[config.mk]
export PLATFORM = sky130hd
export DESIGN_NAME = rvtu_commit_watch
export DESIGN_NICKNAME = d
export VERILOG_FILES = /design/src/rtl/rv_pkg.sv /design/src/rtl/rvtu_commit_fifo.sv /design/src/rtl/rvtu_commit_watch.sv
export SDC_FILE = /design/constraint.sdc
export NUM_CORES = 1
export LEC_CHECK = 0
export CAP_MARGIN = 20
export CORE_UTILIZATION = 50
export CTS_BUF_LIST = sky130_fd_sc_hd__clkbuf_4 sky130_fd_sc_hd__clkbuf_8 sky130_fd_sc_hd__clkbuf_16
export DETAILED_ROUTE_END_ITERATION = 8
export DONT_BUFFER_PORTS = 1
export GPL_TIMING_DRIVEN = 1
export PLACE_DENSITY = 0.76
export SLEW_MARGIN = 0
export SYNTH_ARGS = -nofsm -noshare
export SYNTH_HDL_FRONTEND = slang
export SYNTH_SLANG_ARGS = --single-unit
[constraint.sdc]
create_clock -name clk -period 4.7 [get_ports clk]
set_input_delay 0.47 -clock clk [delete_from_list [all_inputs] [get_ports clk]]
set_output_delay 0.47 -clock clk [all_outputs]
set_load 0.1 [all_outputs]
[src/rtl/rv_pkg.sv]
// Shared types for the RVTU commit watcher.
//   commitRec_t  : one retired-instruction record as stored in the trace FIFO
//                  and presented on the trace port.
//   watchState_t : commit watcher control states.
//   REC_W        : packed width of commitRec_t.
//   mask_rd_data : zeroes write data for instructions without a destination.
package rv_pkg;

  typedef struct packed {
    logic [31:0] pc;
    logic [31:0] isn;
    logic [4:0]  rd;
    logic [31:0] rd_wdata;
  } commitRec_t;

  localparam int REC_W = $bits(commitRec_t);

  typedef enum logic [1:0] {
    RUN    = 2'd0,
    DRAIN  = 2'd1,
    HALTED = 2'd2
  } watchState_t;

  // x0 is never written, so its data is reported as zero.
  function automatic logic [31:0] mask_rd_data(input logic [4:0]  rd,
                                               input logic [31:0] data);
    return (rd == 5'd0) ? 32'd0 : data;
  endfunction

endpackage

[src/rtl/rvtu_commit_fifo.sv]
// Registered-storage FIFO holding commit records for the trace sink.
// Ports:
//   clk, rst   : clock, synchronous active-high reset (empties FIFO, clears storage)
//   push       : write request; accepted when not full, or full with a pop this cycle
//   push_data  : record to write
//   full       : DEPTH entries held
//   pop        : read request; honoured only when not empty
//   empty      : no entries held
//   head       : oldest entry (valid when !empty)
module rvtu_commit_fifo
  import rv_pkg::*;
#(
  parameter int DEPTH = 8,
  parameter int W     = REC_W
) (
  input  logic         clk,
  input  logic         rst,
  input  logic         push,
  input  logic [W-1:0] push_data,
  output logic         full,
  input  logic         pop,
  output logic         empty,
  output logic [W-1:0] head
);

  localparam int AW = $clog2(DEPTH);
  localparam int CW = AW + 1;

  logic [W-1:0]  mem [DEPTH];
  logic [AW-1:0] wr_ptr;
  logic [AW-1:0] rd_ptr;
  logic [CW-1:0] count;
  logic          pop_en;
  logic          push_en;

  // A pop frees a slot in the same cycle, so a full FIFO can still accept a push.
  assign pop_en  = pop && (count != {CW{1'b0}});
  assign push_en = push && ((count != CW'(DEPTH)) || pop_en);

  assign full  = (count == CW'(DEPTH));
  assign empty = (count == {CW{1'b0}});
  assign head  = mem[rd_ptr];

  // Storage, pointers and occupancy; pointers wrap naturally since DEPTH is a power of two.
  always_ff @(posedge clk) begin
    if (rst) begin
      wr_ptr <= {AW{1'b0}};
      rd_ptr <= {AW{1'b0}};
      count  <= {CW{1'b0}};
      for (int i = 0; i < DEPTH; i++) begin
        mem[i] <= {W{1'b0}};
      end
    end else begin
      if (push_en) begin
        mem[wr_ptr] <= push_data;
        wr_ptr      <= wr_ptr + AW'(1);
      end
      if (pop_en) begin
        rd_ptr <= rd_ptr + AW'(1);
      end
      case ({push_en, pop_en})
        2'b10:   count <= count + CW'(1);
        2'b01:   count <= count - CW'(1);
        default: count <= count;
      endcase
    end
  end

endmodule

[src/rtl/rvtu_commit_watch.sv]
// Commit-stream watcher for the RVTU harness: buffers retired-instruction
// records for a ready/valid trace sink, counts commits, detects program end
// (a self-loop jump retiring HALT_REPEAT times in a row) and flags a hung core.
// Ports:
//   clk, rst                 : clock, synchronous active-high reset
//   cm_valid                 : commit record valid (cannot be stalled)
//   cm_pc_rdata/cm_pc_wdata  : PC of retiring instruction / next PC
//   cm_isn, cm_rd, cm_rd_wdata : instruction word, destination, write data
//   tr_valid/tr_ready        : trace FIFO head handshake
//   tr_pc, tr_isn, tr_rd, tr_rd_wdata : trace head record
//   halt                     : program finished (or timed out) and FIFO drained
//   err_wdog                 : sticky watchdog timeout
//   err_ovf                  : sticky record-dropped flag
//   commit_cnt               : records accepted since reset
module rvtu_commit_watch
  import rv_pkg::*;
#(
  parameter int DEPTH       = 8,
  parameter int WDOG_CYCLES = 100000,
  parameter int HALT_REPEAT = 2
) (
  input  logic        clk,
  input  logic        rst,
  input  logic        cm_valid,
  input  logic [31:0] cm_pc_rdata,
  input  logic [31:0] cm_pc_wdata,
  input  logic [31:0] cm_isn,
  input  logic [4:0]  cm_rd,
  input  logic [31:0] cm_rd_wdata,
  output logic        tr_valid,
  input  logic        tr_ready,
  output logic [31:0] tr_pc,
  output logic [31:0] tr_isn,
  output logic [4:0]  tr_rd,
  output logic [31:0] tr_rd_wdata,
  output logic        halt,
  output logic        err_wdog,
  output logic        err_ovf,
  output logic [63:0] commit_cnt
);

  localparam int LW = $clog2(HALT_REPEAT + 1);
  localparam int WW = $clog2(WDOG_CYCLES + 1);

  watchState_t state;
  watchState_t state_next;
  logic [LW-1:0] loop_cnt;
  logic [WW-1:0] wdog_cnt;
  commitRec_t    rec_in;
  commitRec_t    rec_head;
  logic          fifo_full;
  logic          fifo_empty;
  logic          accept;
  logic          self_loop;
  logic          halt_commit;
  logic          timeout;
  logic          pop;
  logic          overflow;

  assign accept      = cm_valid && (state == RUN);
  assign self_loop   = (cm_pc_wdata == cm_pc_rdata);
  assign halt_commit = accept && self_loop && (loop_cnt == LW'(HALT_REPEAT - 1));
  // Timeout can only fire on an idle cycle, so a halt commit on the terminal
  // cycle naturally takes precedence.
  assign timeout     = (state == RUN) && !cm_valid && (wdog_cnt == WW'(WDOG_CYCLES - 1));
  assign pop         = !fifo_empty && tr_ready;
  assign overflow    = accept && fifo_full && !pop;

  // Record as stored: rd data zeroed when there is no destination register.
  always_comb begin
    rec_in          = '0;
    rec_in.pc       = cm_pc_rdata;
    rec_in.isn      = cm_isn;
    rec_in.rd       = cm_rd;
    rec_in.rd_wdata = mask_rd_data(cm_rd, cm_rd_wdata);
  end

  rvtu_commit_fifo #(
    .DEPTH (DEPTH),
    .W     (REC_W)
  ) u_fifo (
    .clk       (clk),
    .rst       (rst),
    .push      (accept),
    .push_data (rec_in),
    .full      (fifo_full),
    .pop       (pop),
    .empty     (fifo_empty),
    .head      (rec_head)
  );

  assign tr_valid    = !fifo_empty;
  assign tr_pc       = rec_head.pc;
  assign tr_isn      = rec_head.isn;
  assign tr_rd       = rec_head.rd;
  assign tr_rd_wdata = rec_head.rd_wdata;

  // Watcher state register.
  always_ff @(posedge clk) begin
    if (rst) begin
      state <= RUN;
    end else begin
      state <= state_next;
    end
  end

  // Next-state logic: RUN until halt commit or timeout, DRAIN until FIFO empty.
  always_comb begin
    state_next = state;
    case (state)
      RUN: begin
        if (halt_commit) begin
          state_next = DRAIN;
        end else if (timeout) begin
          state_next = DRAIN;
        end else begin
          state_next = RUN;
        end
      end
      DRAIN: begin
        if (fifo_empty) begin
          state_next = HALTED;
        end else begin
          state_next = DRAIN;
        end
      end
      HALTED:  state_next = HALTED;
      default: state_next = RUN;
    endcase
  end

  // Commit, self-loop and idle counters.
  always_ff @(posedge clk) begin
    if (rst) begin
      commit_cnt <= 64'd0;
      loop_cnt   <= {LW{1'b0}};
      wdog_cnt   <= {WW{1'b0}};
    end else begin
      if (accept) begin
        commit_cnt <= commit_cnt + 64'd1;
        loop_cnt   <= self_loop ? (loop_cnt + LW'(1)) : {LW{1'b0}};
      end
      if (cm_valid) begin
        wdog_cnt <= {WW{1'b0}};
      end else if (state == RUN) begin
        wdog_cnt <= wdog_cnt + WW'(1);
      end
    end
  end

  // Sticky error flags and registered halt indication.
  always_ff @(posedge clk) begin
    if (rst) begin
      err_wdog <= 1'b0;
      err_ovf  <= 1'b0;
      halt     <= 1'b0;
    end else begin
      if (timeout && !halt_commit) begin
        err_wdog <= 1'b1;
      end
      if (overflow) begin
        err_ovf <= 1'b1;
      end
      halt <= (state_next == HALTED);
    end
  end

endmodule

Word-level counts from Yosys, hierarchy flattened
Memories as Yosys holds them, arrays and structs flattened. A register that Yosys moved wholly into a read port is not among the register bits.
Cells that the tools add are included.
{"block": "totals", "output_inout_bits": 169, "mem_count": 1, "inputBits": 137, "regBits": 98, "word_cells": 68, "mem_bits_rw": 808}
{"memory": "u_fifo.mem", "depth": 8, "width": 101, "rd": 1, "rd_ports_with_merged_regs": 1, "wr": 8, "line": "rvtu_commit_fifo.sv:29", "source": "logic [W-1:0] mem [DEPTH];"}
{"block": "classes", "n_addsub": 7, "muxes": 17, "eq_ne": 10, "n_reduce_logical": 23}
{"op": "101-bit 2-to-1 mux", "n": 1}
{"op": "101-bit OR reduction", "n": 1}
{"op": "64-bit by 1-bit adder with 64-bit output (second input constant)", "n": 1}
{"op": "32-bit equality test", "n": 1}
{"op": "32-bit 2-to-1 mux", "n": 1}
{"op": "17-bit by 1-bit adder with 17-bit output (second input constant)", "n": 1}
{"op": "17-bit equality test (second input constant)", "n": 1}
{"op": "1-bit logical AND", "n": 11}
{"op": "3-bit 2-to-1 mux", "n": 3}
{"op": "1-bit 2-to-1 mux", "n": 8}
{"op": "4-bit case mux with 2 select lines", "n": 1}
{"op": "3-bit by 1-bit adder with 3-bit output (second input constant)", "n": 2}
{"op": "2-bit by 1-bit equality test with 1-bit output (second input constant)", "n": 3}
{"op": "2-bit equality test (second input constant)", "n": 3}
{"op": "2-bit case mux with 3 select lines", "n": 1}
{"op": "5-bit logical NOT", "n": 1}
{"op": "4-bit by 1-bit adder with 4-bit output (second input constant)", "n": 1}
{"op": "4-bit equality test (second input constant)", "n": 1}
{"op": "1-bit logical NOT", "n": 4}
{"op": "4-bit logical NOT", "n": 1}
{"op": "2-bit 2-to-1 mux", "n": 2}
{"op": "4-bit inequality test (second input constant)", "n": 1}
{"op": "4-bit nonzero test", "n": 1}
{"op": "4-bit by 1-bit subtractor with 4-bit output (second input constant)", "n": 1}
{"op": "other kinds (5)", "n": 5}

Depth between registers and ports, before layout
{"block": "logic_depth", "depth_word": 11, "mapped_depth": 10, "depth_no_buf": 8}

Cells and area by module
A second synthesis with hierarchy kept.
{"block": "hier_totals", "hier_cells": 2952, "area_unflattened_um2": 40166.0}
{"module": "rvtu_commit_fifo", "cells_per_inst": 2390, "n_inst": 1, "area_per_inst_um2": 35532.8}
{"module": "rvtu_commit_watch", "cells_per_inst": 562, "n_inst": 1, "area_per_inst_um2": 4633.2}

Least setup slack after synthesis
OpenSTA, ideal clock, no wires.
{"block": "synth_timing", "path_kind": "input to register", "startpoint": "input cm_valid", "endpoint": "memory u_fifo.mem[6][0] in the netlist's numbering (enable)", "setup_slack_ns": 0.044, "cell_stages": 6, "arrival_time_ns": 4.178, "cell_sequence": "or3b_4 > a21oi_4 > nand2_4 > or4b_1 > buf_2 > nand2b_1"}
{"item": "start, declared", "line": "rvtu_commit_watch.sv:24", "source": "input logic cm_valid,"}
{"item": "end, declared", "line": "rvtu_commit_fifo.sv:29"}

==> qor.txt <==
================================================================================
Hold-critical path depth                                                       1
Final Hold Fails                                                               0
Detailed Route WL                                                   103000 microns
Source of the worst hold timing path                                  cm_isn[31]
Leakage dissipation                                                    0.0162 uW
Setup slack of the worst register-to-register path                       1.34 ns
Number of max-capacitance violations reported                                  0
Max Clock Skew                                                         0.0137 ns
Smallest hold slack                                                    0.0332 ns
Reg2Reg Launch Point                                                state[0]$_SDFF_PP0_
Clock Sinks                                                                  909
Data arrival time at the worst-slack endpoint                            3.18 ns
Bufs on Longest Clock Path                                                     3
Final worst path period need                                             3.65 ns
Number of enable-type register cells in the synthesized netlist              808
Critical Path Source Type                                                   flop
IR drop worst, VDD                                                      0.316 mV
Antenna-violating nets left                                                    0
Number of vias after detailed routing                                      23669
Netlist Area Pre-Place                                               40500 sq um
Core area                                                            79500 sq um
Global-route usage over all layers                                         0.251
Number of top-level pins                                                     306
Post-cts hold buffer count                                                    44
Power per unit of standard cell area                                 500 nW/um^2
Port-buffer cells                                                              0
Worst Tran Pin Value                                                     1.15 ns
Global-route wire length before repair                              153000 microns
Fraction of final layout cells with drive strength greater than 1          0.204
Worst-skew pair later-pin latency                                        0.63 ns
Worst hold path endpoint                                            u_fifo.mem[3][68]$_SDFFCE_PN0P_
Largest net degree at the start of global routing                            102
Crit-path slowest cell                                              sky130_fd_sc_hd__dfxtp_4
Worst hold-check path type                                             in -> reg
Violation count after the first detailed-route iteration                    2373
Cell type with the largest total area after synthesis               sky130_fd_sc_hd__edfxtp_1
Yosys synthesis warning count                                                  0
GR Overflow Total                                                              0
Vias in the first global route                                             24482
Number of levels in the clock H-tree                                           3
Critical path capture point type                                     output port
Net count after synthesis                                                   2877
Vias per cell                                                               6.04
Post-DP HPWL                                                        58700 microns
Die footprint                                                        82100 sq um
Cell row count                                                               103
DIE WIDTH                                                            287 microns
Yosys top cell area share                                                  0.600
Critical path class                                                   reg -> out
Syn Area/Cell                                                         14.8 sq um
Number of antenna violations at the first check in global routing              5
Worst-path clk slew                                                      0.06 ns
Synth area leaders                                                  sky130_fd_sc_hd__edfxtp_1 60%, sky130_fd_sc_hd__mux4_2 11%, sky130_fd_sc_hd__and2_1 7.6%
CTS tree                                                                     yes
Final setup TNS                                                             0 ns
Effective utilization at floorplan                                         0.509
Area growth syn-to-layout                                                  12.3%
Cell breakdown of the critical path                                 buf_4 > mux4_2 > mux2_2
Delay of the slowest cell on the worst path                              0.86 ns
Count of TritonRoute iterations in the first routing pass                      6
Root Buffer                                                         sky130_fd_sc_hd__clkbuf_16
Final nets                                                                  2933
Overall die height                                                   287 microns
Crit Reg-Reg Endpoint                                               u_fifo.mem[6][70]$_SDFFCE_PN0P_
Gate family responsible for the most delay along the worst path     multiplexers
Largest fanout of any net on the critical path                                36
DRC errors left                                                                0
Remaining max-slew budget at the tightest pin                              0.235
Mapped Cells                                                                2732
Reg2Reg Depth                                                                  7
Critical path depth in cells                                                   3
Final setup vio count                                                          0
Post-cts gate resize count                                                     0
Register area share after synthesis                                        0.649
Number of storage elements in the synthesis netlist                          909
Routability Congestion                                                     0.805
Buffers & Inverters on Critical Path                                           1
Ys async rst share                                                             0
Unrepaired setup endpoints after global routing                            false
Required arrival time at the worst endpoint                              4.23 ns
Max-slew violation count                                                       0
Max Freq                                                                 274 MHz
Post-CTS Setup Repair Bufs                                                     0
Average routed wire per standard cell                               26.4 microns
Distinct cell type count after synthesis                                      56
Period utilisation layout                                                  0.776
Status                                                              finished, final reports clean
Flip-flop cell with the highest count after synthesis               sky130_fd_sc_hd__edfxtp_1
TritonCTS buffer count                                                        92
================================================================================
-- area by class of cell --
type                       count  area (sq um)
fill                        5947         34100
sequential                   909         26300
multi-input combinational   1636         13500
clock buffer                 110          2480
timing repair buffer         137          1330
tap                         1050          1310
clock inverter                61           484
inverter                      12          45.0
antenna                        4          10.0
-- layout by cell type, fill, tap and decap left out, types with 28 or more instances in the layout --
master,instances
sky130_fd_sc_hd__a21oi_1,28
sky130_fd_sc_hd__and2_1,491
sky130_fd_sc_hd__and3_1,78
sky130_fd_sc_hd__buf_4,79
sky130_fd_sc_hd__clkbuf_16,94
sky130_fd_sc_hd__dfxtp_1,98
sky130_fd_sc_hd__dlygate4sd3_1,43
sky130_fd_sc_hd__edfxtp_1,808
sky130_fd_sc_hd__mux2_2,102
sky130_fd_sc_hd__mux4_2,202
sky130_fd_sc_hd__nand2_1,66
sky130_fd_sc_hd__nand3_1,41
sky130_fd_sc_hd__nand4_1,41
sky130_fd_sc_hd__nor2_1,344
sky130_fd_sc_hd__xnor2_1,56
sky130_fd_sc_hd__xor2_1,38
-- routing by layer --
layer  vias to the layer above  routed length (microns)  track usage
li1                      10240                        -            -
met1                     12145                    39200        0.321
met2                      1113                    51700        0.419
met3                       169                     8860       0.0536
met4                         2                     3650        0.103
met5                         -                       13            0
-- sequential cells by signal, indices dropped and copies added, names as in the netlist, named ones only --
register       flops
state              2
commit_cnt        64
wdog_cnt          17
u_fifo.wr_ptr      3
u_fifo.rd_ptr      3
err_wdog           1
err_ovf            1
u_fifo.mem       808
u_fifo.count       4
halt               1
loop_cnt           2
-- per-stage QoR --
stage          utilization  setup slack, ns  cell area [sq um]  total power [uW]  cells
2_1_floorplan            -           0.0444              40500             14800   2732
3_3_place_gp         0.528             1.31              42000             15600   3700
3_5_place_dp         0.528             1.24              42000             15700   3700
4_1_cts              0.572            0.958              45400             22800   3915
5_1_grt              0.572            0.873              45400             23400   3917
6_report             0.572             1.05              45500             22700   3919
-- logic make-up (layout without fill, tap and decap cells) --
kind of cell / after synthesis / in the layout / share of synthesized area
xor+xnor: 94 / 94 / 0.0203
compound gates: 64 / 64 / 0.00931
buf+inv: 187 / 320 / 0.0193
other cells: 0 / 4 / 0
mux: 307 / 307 / 0.142
simple gates: 1163 / 1163 / 0.157
fa+ha+maj: 8 / 8 / 0.00266
flops: 909 / 909 / 0.649
-- how the worst max path moves through the flow --
stage | end | slack (ns)
detailed placement | u_fifo.mem[6][64]$_SDFFCE_PN0P_ | 1.24
global placement | u_fifo.mem[6][87]$_SDFFCE_PN0P_ | 1.31
CTS | tr_rd_wdata[6] | 0.96
finish | tr_rd_wdata[6] | 1.05
floorplan | u_fifo.mem[6][0]$_SDFFCE_PN0P_ | 0.04
global route | tr_rd_wdata[6] | 0.87
-- synth_stat cells (12+ instances only) --
library cell,number
sky130_fd_sc_hd__a21oi_1,28
sky130_fd_sc_hd__and2_1,491
sky130_fd_sc_hd__and3_1,80
sky130_fd_sc_hd__buf_2,27
sky130_fd_sc_hd__clkbuf_1,126
sky130_fd_sc_hd__dfxtp_1,101
sky130_fd_sc_hd__edfxtp_1,808
sky130_fd_sc_hd__inv_1,12
sky130_fd_sc_hd__mux2_2,102
sky130_fd_sc_hd__mux4_2,202
sky130_fd_sc_hd__nand2_1,67
sky130_fd_sc_hd__nand3_1,41
sky130_fd_sc_hd__nand4_1,41
sky130_fd_sc_hd__nor2_1,344
sky130_fd_sc_hd__nor3_1,19
sky130_fd_sc_hd__nor4_1,13
sky130_fd_sc_hd__o21ai_0,19
sky130_fd_sc_hd__or3_1,13
sky130_fd_sc_hd__xnor2_1,56
sky130_fd_sc_hd__xor2_1,38
-- power by group --
| part | total [uW] | internal (uW) | switching (uW) |
|---|---|---|---|
| clock | 7180 | 4110 | 3060 |
| combinational | 6030 | 1660 | 4370 |
| sequential | 9510 | 9240 | 270 |
| total | 22700 | 15000 | 7700 |
No activity file was read; power rests on OpenSTA's default activity.
